**src/rtl/prio_enc_arb_if.sv**
```systemverilog
// prio_enc_arb_if
// Request/result bundle for the prio_enc_arb arbiter.
//   req_n     : N active-low request lines (producer -> arbiter)
//   rr_mode   : 0 = fixed highest-index priority, 1 = round-robin
//   out_ready : consumer accepts the current result
//   out_valid : arbiter holds an unaccepted winner
//   out_idx   : binary index of the winner
//   code_n    : ~(out_idx+1) while out_valid, otherwise all ones
// Modports: master = requester/consumer side, slave = arbiter side.
interface prio_enc_arb_if #(
  parameter int N = 9,
  parameter int W = 4
);
  logic [N-1:0] req_n;
  logic         rr_mode;
  logic         out_ready;
  logic         out_valid;
  logic [W-1:0] out_idx;
  logic [W-1:0] code_n;

  modport master (
    output req_n,
    output rr_mode,
    output out_ready,
    input  out_valid,
    input  out_idx,
    input  code_n
  );

  modport slave (
    input  req_n,
    input  rr_mode,
    input  out_ready,
    output out_valid,
    output out_idx,
    output code_n
  );
endinterface

```
**src/rtl/prio_enc_arb.sv**
```systemverilog
// prio_enc_arb
// Registered active-low priority encoder / arbiter. Picks one winner among
// N active-low requests (fixed highest-index priority or round-robin) and
// holds it under a valid/ready handshake until the consumer accepts it.
// Ports:
//   clk   : rising-edge clock
//   rst_n : synchronous active-low reset
//   bus   : prio_enc_arb_if.slave (req_n, rr_mode, out_ready in;
//           out_valid, out_idx, code_n out -- all outputs registered)
module prio_enc_arb #(
  parameter int N = 9,
  parameter int W = 4
) (
  input  logic          clk,
  input  logic          rst_n,
  prio_enc_arb_if.slave bus
);

  typedef enum logic [0:0] {
    IDLE = 1'b0,
    HOLD = 1'b1
  } state_t;

  state_t       state_r;
  state_t       state_nxt_s;
  logic         valid_r;
  logic         valid_nxt_s;
  logic [W-1:0] idx_r;
  logic [W-1:0] idx_nxt_s;
  logic [W-1:0] code_r;
  logic [W-1:0] code_nxt_s;
  logic [W-1:0] ptr_r;
  logic [W-1:0] ptr_nxt_s;
  logic         xfer_s;
  logic [W:0]   arb_s;

  // Search starts at ptr-1 and descends with wrap; ptr=0 (or fixed mode)
  // starts at N-1, which is plain highest-index priority. Returns
  // {found, index}; requests are active-high here.
  function automatic logic [W:0] pick(input logic [N-1:0] req,
                                      input logic [W-1:0] ptr,
                                      input logic         rr);
    int           start;
    int           cand;
    logic [N-1:0] req_sh;
    logic         found;
    logic [W-1:0] idx;
    found = 1'b0;
    idx   = {W{1'b0}};
    if (rr && (ptr != {W{1'b0}})) begin
      start = int'(ptr) - 32'sd1;
    end else begin
      start = N - 32'sd1;
    end
    for (int k = 0; k < N; k++) begin
      cand   = (start >= k) ? (start - k) : (start + N - k);
      req_sh = req >> cand;
      if (!found && req_sh[0]) begin
        found = 1'b1;
        idx   = W'(cand);
      end else begin
        found = found;
      end
    end
    return {found, idx};
  endfunction

  // Active-low "index+1" code.
  function automatic logic [W-1:0] idx_to_code(input logic [W-1:0] idx);
    return ~(idx + {{(W-1){1'b0}}, 1'b1});
  endfunction

  // Pointer update and arbitration; the transfer edge commits the old winner
  // into ptr and the new search already uses that updated ptr.
  always_comb begin
    xfer_s = valid_r & bus.out_ready;
    if (!bus.rr_mode) begin
      ptr_nxt_s = {W{1'b0}};
    end else if (xfer_s) begin
      ptr_nxt_s = idx_r;
    end else begin
      ptr_nxt_s = ptr_r;
    end
    arb_s = pick(~bus.req_n, ptr_nxt_s, bus.rr_mode);
  end

  // Next-state and next-output logic of the IDLE/HOLD machine.
  always_comb begin
    state_nxt_s = state_r;
    valid_nxt_s = valid_r;
    idx_nxt_s   = idx_r;
    code_nxt_s  = code_r;
    case (state_r)
      IDLE: begin
        if (arb_s[W]) begin
          state_nxt_s = HOLD;
          valid_nxt_s = 1'b1;
          idx_nxt_s   = arb_s[W-1:0];
          code_nxt_s  = idx_to_code(arb_s[W-1:0]);
        end else begin
          valid_nxt_s = 1'b0;
          code_nxt_s  = {W{1'b1}};
        end
      end
      HOLD: begin
        if (xfer_s) begin
          if (arb_s[W]) begin
            idx_nxt_s  = arb_s[W-1:0];
            code_nxt_s = idx_to_code(arb_s[W-1:0]);
          end else begin
            state_nxt_s = IDLE;
            valid_nxt_s = 1'b0;
            code_nxt_s  = {W{1'b1}};
          end
        end else begin
          // Held result is frozen regardless of req_n or rr_mode.
          state_nxt_s = HOLD;
        end
      end
      default: begin
        state_nxt_s = IDLE;
        valid_nxt_s = 1'b0;
        idx_nxt_s   = {W{1'b0}};
        code_nxt_s  = {W{1'b1}};
      end
    endcase
  end

  // State, result and pointer registers with synchronous active-low reset.
  always_ff @(posedge clk) begin
    if (!rst_n) begin
      state_r <= IDLE;
      valid_r <= 1'b0;
      idx_r   <= {W{1'b0}};
      code_r  <= {W{1'b1}};
      ptr_r   <= {W{1'b0}};
    end else begin
      state_r <= state_nxt_s;
      valid_r <= valid_nxt_s;
      idx_r   <= idx_nxt_s;
      code_r  <= code_nxt_s;
      ptr_r   <= ptr_nxt_s;
    end
  end

  assign bus.out_valid = valid_r;
  assign bus.out_idx   = idx_r;
  assign bus.code_n    = code_r;

endmodule

```
**src/flat_wrapper.sv**
```systemverilog
// flat-port wrapper written by rule: the top's interface ports become plain ports
module prio_enc_arb_flat 
#(
  parameter int N = 9,
  parameter int W = 4
)
  (clk, rst_n, bus_req_n, bus_rr_mode, bus_out_ready, bus_out_valid, bus_out_idx, bus_code_n);
  prio_enc_arb_if #(.N(N), .W(W)) bus_i ();
  input  logic clk;
  input  logic rst_n;
  input wire logic [$bits(bus_i.req_n)-1:0] bus_req_n;
  input wire logic [$bits(bus_i.rr_mode)-1:0] bus_rr_mode;
  input wire logic [$bits(bus_i.out_ready)-1:0] bus_out_ready;
  output wire logic [$bits(bus_i.out_valid)-1:0] bus_out_valid;
  output wire logic [$bits(bus_i.out_idx)-1:0] bus_out_idx;
  output wire logic [$bits(bus_i.code_n)-1:0] bus_code_n;
  assign bus_i.req_n = bus_req_n;
  assign bus_i.rr_mode = bus_rr_mode;
  assign bus_i.out_ready = bus_out_ready;
  assign bus_out_valid = bus_i.out_valid;
  assign bus_out_idx = bus_i.out_idx;
  assign bus_code_n = bus_i.code_n;
  prio_enc_arb #(.N(N), .W(W)) u_core (.clk(clk), .rst_n(rst_n), .bus(bus_i));
endmodule
```
**config.mk**
```make
export PLATFORM = sky130hd
export DESIGN_NAME = prio_enc_arb_flat
export DESIGN_NICKNAME = d
export VERILOG_FILES = /design/src/rtl/prio_enc_arb_if.sv /design/src/rtl/prio_enc_arb.sv /design/src/flat_wrapper.sv
export SDC_FILE = /design/constraint.sdc
export NUM_CORES = 1
export LEC_CHECK = 0
export CELL_PAD_IN_SITES_DETAIL_PLACEMENT = 0
export CELL_PAD_IN_SITES_GLOBAL_PLACEMENT = 1
export CORE_UTILIZATION = 33
export DETAILED_ROUTE_END_ITERATION = 6
export GPL_TIMING_DRIVEN = 0
export PLACE_DENSITY = 0.62
export SLEW_MARGIN = 25
export SYNTH_ARGS = -nofsm -noshare
export SYNTH_HDL_FRONTEND = slang
export SYNTH_SLANG_ARGS = --single-unit
export TNS_END_PERCENT = 5
```
**constraint.sdc**
```tcl
create_clock -name clk -period 24.6 [get_ports clk]
set_clock_uncertainty 0.2 [all_clocks]
set_input_delay 4.92 -clock clk [delete_from_list [all_inputs] [get_ports clk]]
set_output_delay 4.92 -clock clk [all_outputs]
set_load 0.005 [all_outputs]
```
==> results.cfg, run 1 <==
[outcome]
status = finished with violations
violations = design-rule violations

[sta]
max_slew_margin_pct = 35.23
hold_violations = 0
post-route-period-util_pct = 61.18
worstMarginPinSlew_ns = 0.9471
finalSetupViolations = 0
rsz0062_at_grt = false
fin_crit_ns = 15.05
clock.fmax_mhz = 66.44
fin_tns_setup_ns = 0
slew_viol_final = 0

[die]
die_area_um2 = 21900
rows = 53
die_x_um = 148.0
die_y_um = 148.0
start_util_pct = 33.56
core_um2 = 20960
io_pins = 22

[job]
drv_cap = 0

[final_layout]
layout_commonest_cell = nand2_1
final_nets = 1187
stdcell_count = 1359
antenna_cells = 0
syn_to_final_growth_pct = 11.44
layout_common_cells = nand2_1, ha_1, conb_1, a21oi_1, nor2_1
drive_above_1_share_pct = 7.380

[synth]
synthArstFlopShare_pct = 0
synth_ff_type = dfxtp_1
yosysSeqAreaShare_pct = 3.986
yosysWarningCount = 0
synth_seq_cells = 14
synth_edf_count = 0
syn_avg_cell_area_um2 = 6.997
synth.cell_area_um2 = 7032
yosysUniqueCellTypes = 100
synth_cells = 1005

[min_path]
hp-class = register to register
min-delay-start = u_core.bus.code_n[1]
min_to = u_core.bus.code_n[1]
min_path_cells = 2

[setup_path]
worst-r2r-setup-slack_ns = 14.69
crit_type = primary input to register
cp_slowest_stage_delay_ns = 0.91
r2r.worst_path.cells = 33
endpoint_kind = register
r2r-end = u_core.bus.code_n[2]
startpoint_type = primary input
required_ns = 24.55
crit_slowest_cell = a2111oi_0
cp_max_fo = 11
reg2reg_from = u_core.bus.out_valid
worst_ep_arrival_time_ns = 15.01

[power]
switching_power_uw = 97.57
clkPwrFrac_pct = 16.0
powerDensity_nw_per_um2 = 23.75
combPwrFrac_pct = 70.3
cellLeakagePower_nw = 3.070
power_frac_seq_pct = 13.6
ir_drop_uv = 18.34
power.switching_fraction_pct = 52.43
p_int_uw = 88.54

[global_route]
grt-ovfl-total = 0
antenna_found_initial = 0
grt_pass1_wl_mm = 50.09
grt_pass1_vias = 7806
grt_start_max_net_pins = 16
grt_use_total_pct = 30.42

[detailed_routing]
drt_iter0_markers = 1089
firstDrtPassIters = 7
avgRoutedWirePerCell_um = 24.71
via_count = 8517
wirelength_mm = 33.59
routed_via_density = 6.267
drc_errors = 2
drtAntennaViolNets = 0

[cts]
tritoncts = done
cts_root_buf = clkbuf_16
cts_buffer_depth = 2
cts_setup_buffers = 0
htree_levels = 1
clk_pin_slew_ns = 0.04
cts_made_buffers = 3
cts_sinks = 14
worstSkewPairLatency_ns = 0.24
postCtsHoldBufs = 0
ctsResizeCount = 0

[placed_design]
hpwl_mm = 25.99
dpl.cell_count = 1356
place_congestion = 0.9617
port_buffers = 16
metal layers:
metal  routed length [um]  GRT usage [%]  vias to the layer above
met5                    0              0                        -
met4                 1247          11.13                        0
met3                 2833          4.167                       89
met2                14340          46.27                      461
met1                15170          43.16                     4018
li1                     -              -                     3949
registers in the layout, summed over array words and instances (netlist names):
register / cells
u_core.ptr_r: 4
u_core.bus.code_n: 4
u_core.bus.out_valid: 1
u_core.bus.out_idx: 4
u_core.state_r: 1
worst max-delay path, delay by kind of cell:
family                   cells  cell delay, ns
adder cells (fa/ha/maj)      4            1.00
AO/OA/AOI/OAI               11            3.69
buffers and inverters       11            4.31
AND/OR/NAND/NOR              6            1.05
through the flow:
stage	setup WS [ns]	total power, mW	utilization, %	hold slack [ns]	area [um2]
final	9.549	0.1861	37.40	0.2979	7836
after global routing	9.096	0.1975	37.40	0.3680	7836
after CTS	9.797	0.1763	37.40	0.3011	7836
after detailed placement	9.537	0.1460	37.04	0.2859	7761
after global placement	9.383	0.1465	37.04	0.2795	7761
after floorplan	12.73	0.1121	-	0.2842	7257
synthesized netlist by cell type (15+ instances only):
library cell | n | area share [%]
a21o_1 | 19 | 2.0
a21oi_1 | 60 | 4.3
a31oi_1 | 15 | 1.3
buf_2 | 15 | 1.1
clkbuf_1 | 45 | 2.4
ha_1 | 88 | 16
inv_1 | 30 | 1.6
mux2i_1 | 22 | 3.1
nand2_1 | 102 | 5.4
nand3_1 | 58 | 4.1
nand4_1 | 27 | 2.4
nor2_1 | 59 | 3.1
nor3_1 | 39 | 2.8
nor4_1 | 23 | 2.0
o211ai_1 | 17 | 1.8
o21ai_0 | 50 | 3.6
xnor2_1 | 27 | 3.4
how the worst max path moves through the flow:
stage	startpoint	to	slack, ns	depth (start not counted)
floorplan	bus_out_ready	u_core.bus.code_n[2]	12.73	36
detailed placement	bus_rr_mode	u_core.bus.code_n[2]	9.54	32
global placement	bus_rr_mode	u_core.bus.code_n[2]	9.38	32
CTS	bus_rr_mode	u_core.bus.code_n[2]	9.80	32
finish	bus_rr_mode	u_core.bus.code_n[2]	9.55	32
global route	bus_rr_mode	u_core.bus.code_n[2]	9.10	32
cells by family after synthesis:
kind of cell / synth area share (%)
AO/OA/AOI/OAI: 30.43
XOR/XNOR: 4.377
AND/OR/NAND/NOR: 32.69
adder cells (fa/ha/maj): 15.66
flip-flops: 3.986
multiplexers: 5.427
other: 0.1068
buffers and inverters: 7.331
area by class of cell:
type	instances	area, um2
fillers	2378	13120
multi-input cells	939	6461
plain buffers	75	361.6
well taps	275	344.1
flip-flops and latches	14	280.3
repair buffers	16	160.2
inverters	37	153.9
clock buffers	3	75.07
power groups by stage:
stage	clock network (mW)	registers, mW	logic, mW
floorplan	0	0.0256	0.0865
global placement	0	0.0258	0.121
detailed placement	0	0.0259	0.120
CTS	0.0303	0.0255	0.121
global route	0.0315	0.0256	0.140
finish	0.0298	0.0254	0.131
Power figures use the tool's default switching activity.
==> run 2, diff against run 1 <==
==> constraint.sdc (replaced) <==
create_clock -name clk -period 15.8 [get_ports clk]
set_clock_uncertainty 0.2 [all_clocks]
set_input_delay 3.16 -clock clk [delete_from_list [all_inputs] [get_ports clk]]
set_output_delay 3.16 -clock clk [all_outputs]
set_load 0.005 [all_outputs]
==> results of run 2 <==
Same layout as run 1 (identical final DEF). Status: finished with violations: design-rule violations.
Among the figures that moved: setup slack after placement 9.537 ns -> 2.497 ns; setup slack after layout 9.549 ns -> 2.509 ns; register-to-register setup slack 14.69 ns -> 5.89 ns; total power 0.1861 mW -> 0.2898 mW; worst IR drop on VDD 18.34 uV -> 28.55 uV
==> run 3, diff against run 2 <==
==> constraint.sdc (replaced) <==
create_clock -name clk -period 13.1 [get_ports clk]
set_clock_uncertainty 0.2 [all_clocks]
set_input_delay 2.62 -clock clk [delete_from_list [all_inputs] [get_ports clk]]
set_output_delay 2.62 -clock clk [all_outputs]
set_load 0.005 [all_outputs]
==> results.cfg, run 3 (same netlist as run 1, synthesis figures left out) <==
[outcome]
status = finished with violations
violations = design-rule violations

[placed_design]
hpwl_mm = 25.99
dpl.cell_count = 1356
port_buffers = 16
place_congestion = 0.9617

[sta]
max_slew_margin_pct = 36.22
finalSetupViolations = 0
worstMarginPinSlew_ns = 0.9567
hold_violations = 0
fin_tns_setup_ns = 0
clock.fmax_mhz = 78.89
post-route-period-util_pct = 96.76
fin_crit_ns = 12.68
rsz0062_at_grt = false
slew_viol_final = 0

[setup_path]
r2r.worst_path.cells = 35
path_common_cell = ha_1
startpoint_type = primary input
worst_ep_arrival_time_ns = 12.63
crit_start = bus_rr_mode
worst-r2r-setup-slack_ns = 3.23
cp_max_fo = 11
required_ns = 13.05
r2r-end = u_core.bus.code_n[2]
crit_type = primary input to register
cpLargestDelayFamily = buffers and inverters
path_buf_inv = 11
cp_slowest_stage_delay_ns = 0.68
crit_slowest_cell = o41ai_2
endpoint_kind = register
reg2reg_from = u_core.bus.out_valid

[power]
switching_power_uw = 183.5
power.switching_fraction_pct = 52.46
power_frac_seq_pct = 13.6
clkPwrFrac_pct = 16.0
ir_drop_uv = 34.39
combPwrFrac_pct = 70.4
powerDensity_nw_per_um2 = 44.63
cellLeakagePower_nw = 3.070
p_int_uw = 166.3

[global_route]
grt_pass1_wl_mm = 50.09
antenna_found_initial = 0
grt_start_max_net_pins = 16
grt_pass1_vias = 7806
grt_use_total_pct = 30.42
grt-ovfl-total = 0

[detailed_routing]
drc_errors = 2
wirelength_mm = 33.70
firstDrtPassIters = 7
drtAntennaViolNets = 0
drt_iter0_markers = 979
via_count = 8508
avgRoutedWirePerCell_um = 24.80
routed_via_density = 6.260

[cts]
cts_root_buf = clkbuf_16
htree_levels = 1
cts_made_buffers = 3
cts_sinks = 14
clk_pin_slew_ns = 0.05
cts_setup_buffers = 0
tritoncts = done
cts_buffer_depth = 2
worstSkewPairLatency_ns = 0.24

[final_layout]
fill_cells = 2378
syn_to_final_growth_pct = 11.46
drive_above_1_share_pct = 7.380
final_nets = 1187
layout_common_cells = nand2_1, ha_1, conb_1, a21oi_1, nor2_1
stdcell_count = 1359
layout_commonest_cell = nand2_1
antenna_cells = 0

[min_path]
hp-class = register to register
min_to = u_core.bus.code_n[1]
min-delay-start = u_core.bus.code_n[1]
min_path_cells = 2

[die]
core_um2 = 20960
rows = 53
io_pins = 22
die_y_um = 148.0
die_x_um = 148.0
die_area_um2 = 21900
start_util_pct = 33.56

[job]
drv_cap = 0
-- run 3: changes by cell type in the layout (fill, tap and decap cells not counted) --
cell,before,now
a2111oi_1,0,1
a2111oi_0,13,12
-- run 3: power by group through the flow --
stage | clock network (mW) | logic (mW) | registers [mW]
3_3_place_gp | 0 | 0.227 | 0.0485
3_5_place_dp | 0 | 0.226 | 0.0486
4_1_cts | 0.0568 | 0.226 | 0.0478
2_1_floorplan | 0 | 0.162 | 0.0481
5_1_grt | 0.0591 | 0.264 | 0.0482
6_report | 0.0560 | 0.246 | 0.0477
-- run 3: worst max path at each step --
stage	slack [ns]	end	cells past startpoint
after CTS	0.60	u_core.bus.code_n[2]	32
after global routing	0.01	u_core.bus.code_n[2]	34
after detailed placement	0.34	u_core.bus.code_n[2]	32
after floorplan	3.53	u_core.bus.code_n[2]	36
after global placement	0.18	u_core.bus.code_n[2]	32
final	0.42	u_core.bus.code_n[2]	34
-- run 3: cell type report --
| cell class | count | area (um2) | share of cell area (%) |
|---|---|---|---|
| inverters | 37 | 153.9 | 1.964 |
| repair buffers | 16 | 160.2 | 2.043 |
| well taps | 275 | 344.1 | 4.390 |
| multi-input cells | 939 | 6462 | 82.46 |
| clock buffers | 3 | 75.07 | 0.9579 |
| plain buffers | 75 | 361.6 | 4.614 |
| flip-flops and latches | 14 | 280.3 | 3.576 |
-- run 3: metal layers --
layer | global-route usage (%) | up-vias | part of all wire, %
li1 | - | 3945 | -
met1 | 43.16 | 4020 | 45
met2 | 46.27 | 469 | 43
met3 | 4.167 | 74 | 8.9
met4 | 11.13 | 0 | 3.3
met5 | 0 | - | 0
-- run 3: metrics by stage --
| step | setup WS, ns | cell area (um2) | util, % | hold slack (ns) | total power [mW] |
|---|---|---|---|---|---|
| 4_1_cts | 0.5971 | 7836 | 37.40 | 0.3011 | 0.3311 |
| 3_3_place_gp | 0.1833 | 7761 | 37.04 | 0.2795 | 0.2751 |
| 5_1_grt | 0.01279 | 7838 | 37.40 | 0.3680 | 0.3710 |
| 6_report | 0.4246 | 7838 | 37.40 | 0.2981 | 0.3498 |
| 2_1_floorplan | 3.526 | 7257 | - | 0.2842 | 0.2104 |
| 3_5_place_dp | 0.3371 | 7761 | 37.04 | 0.2859 | 0.2741 |
-- run 3: worst reg2reg max path: cells and delay by family (launching register included) --
family	cells	cell delay, ns
DFF	1	0.38
and+or+nand+nor	10	2.09
buffers and inverters	10	3.11
adders and majority gates	5	1.30
AOI/OAI and AO/OA	10	2.70
-- run 3: what timing repair did --
action / 4_1_cts / 5_1_grt
endpoints found under the setup margin: 0 / 2
gates resized for setup: 0 / 1
hold buffers: 0 / 0
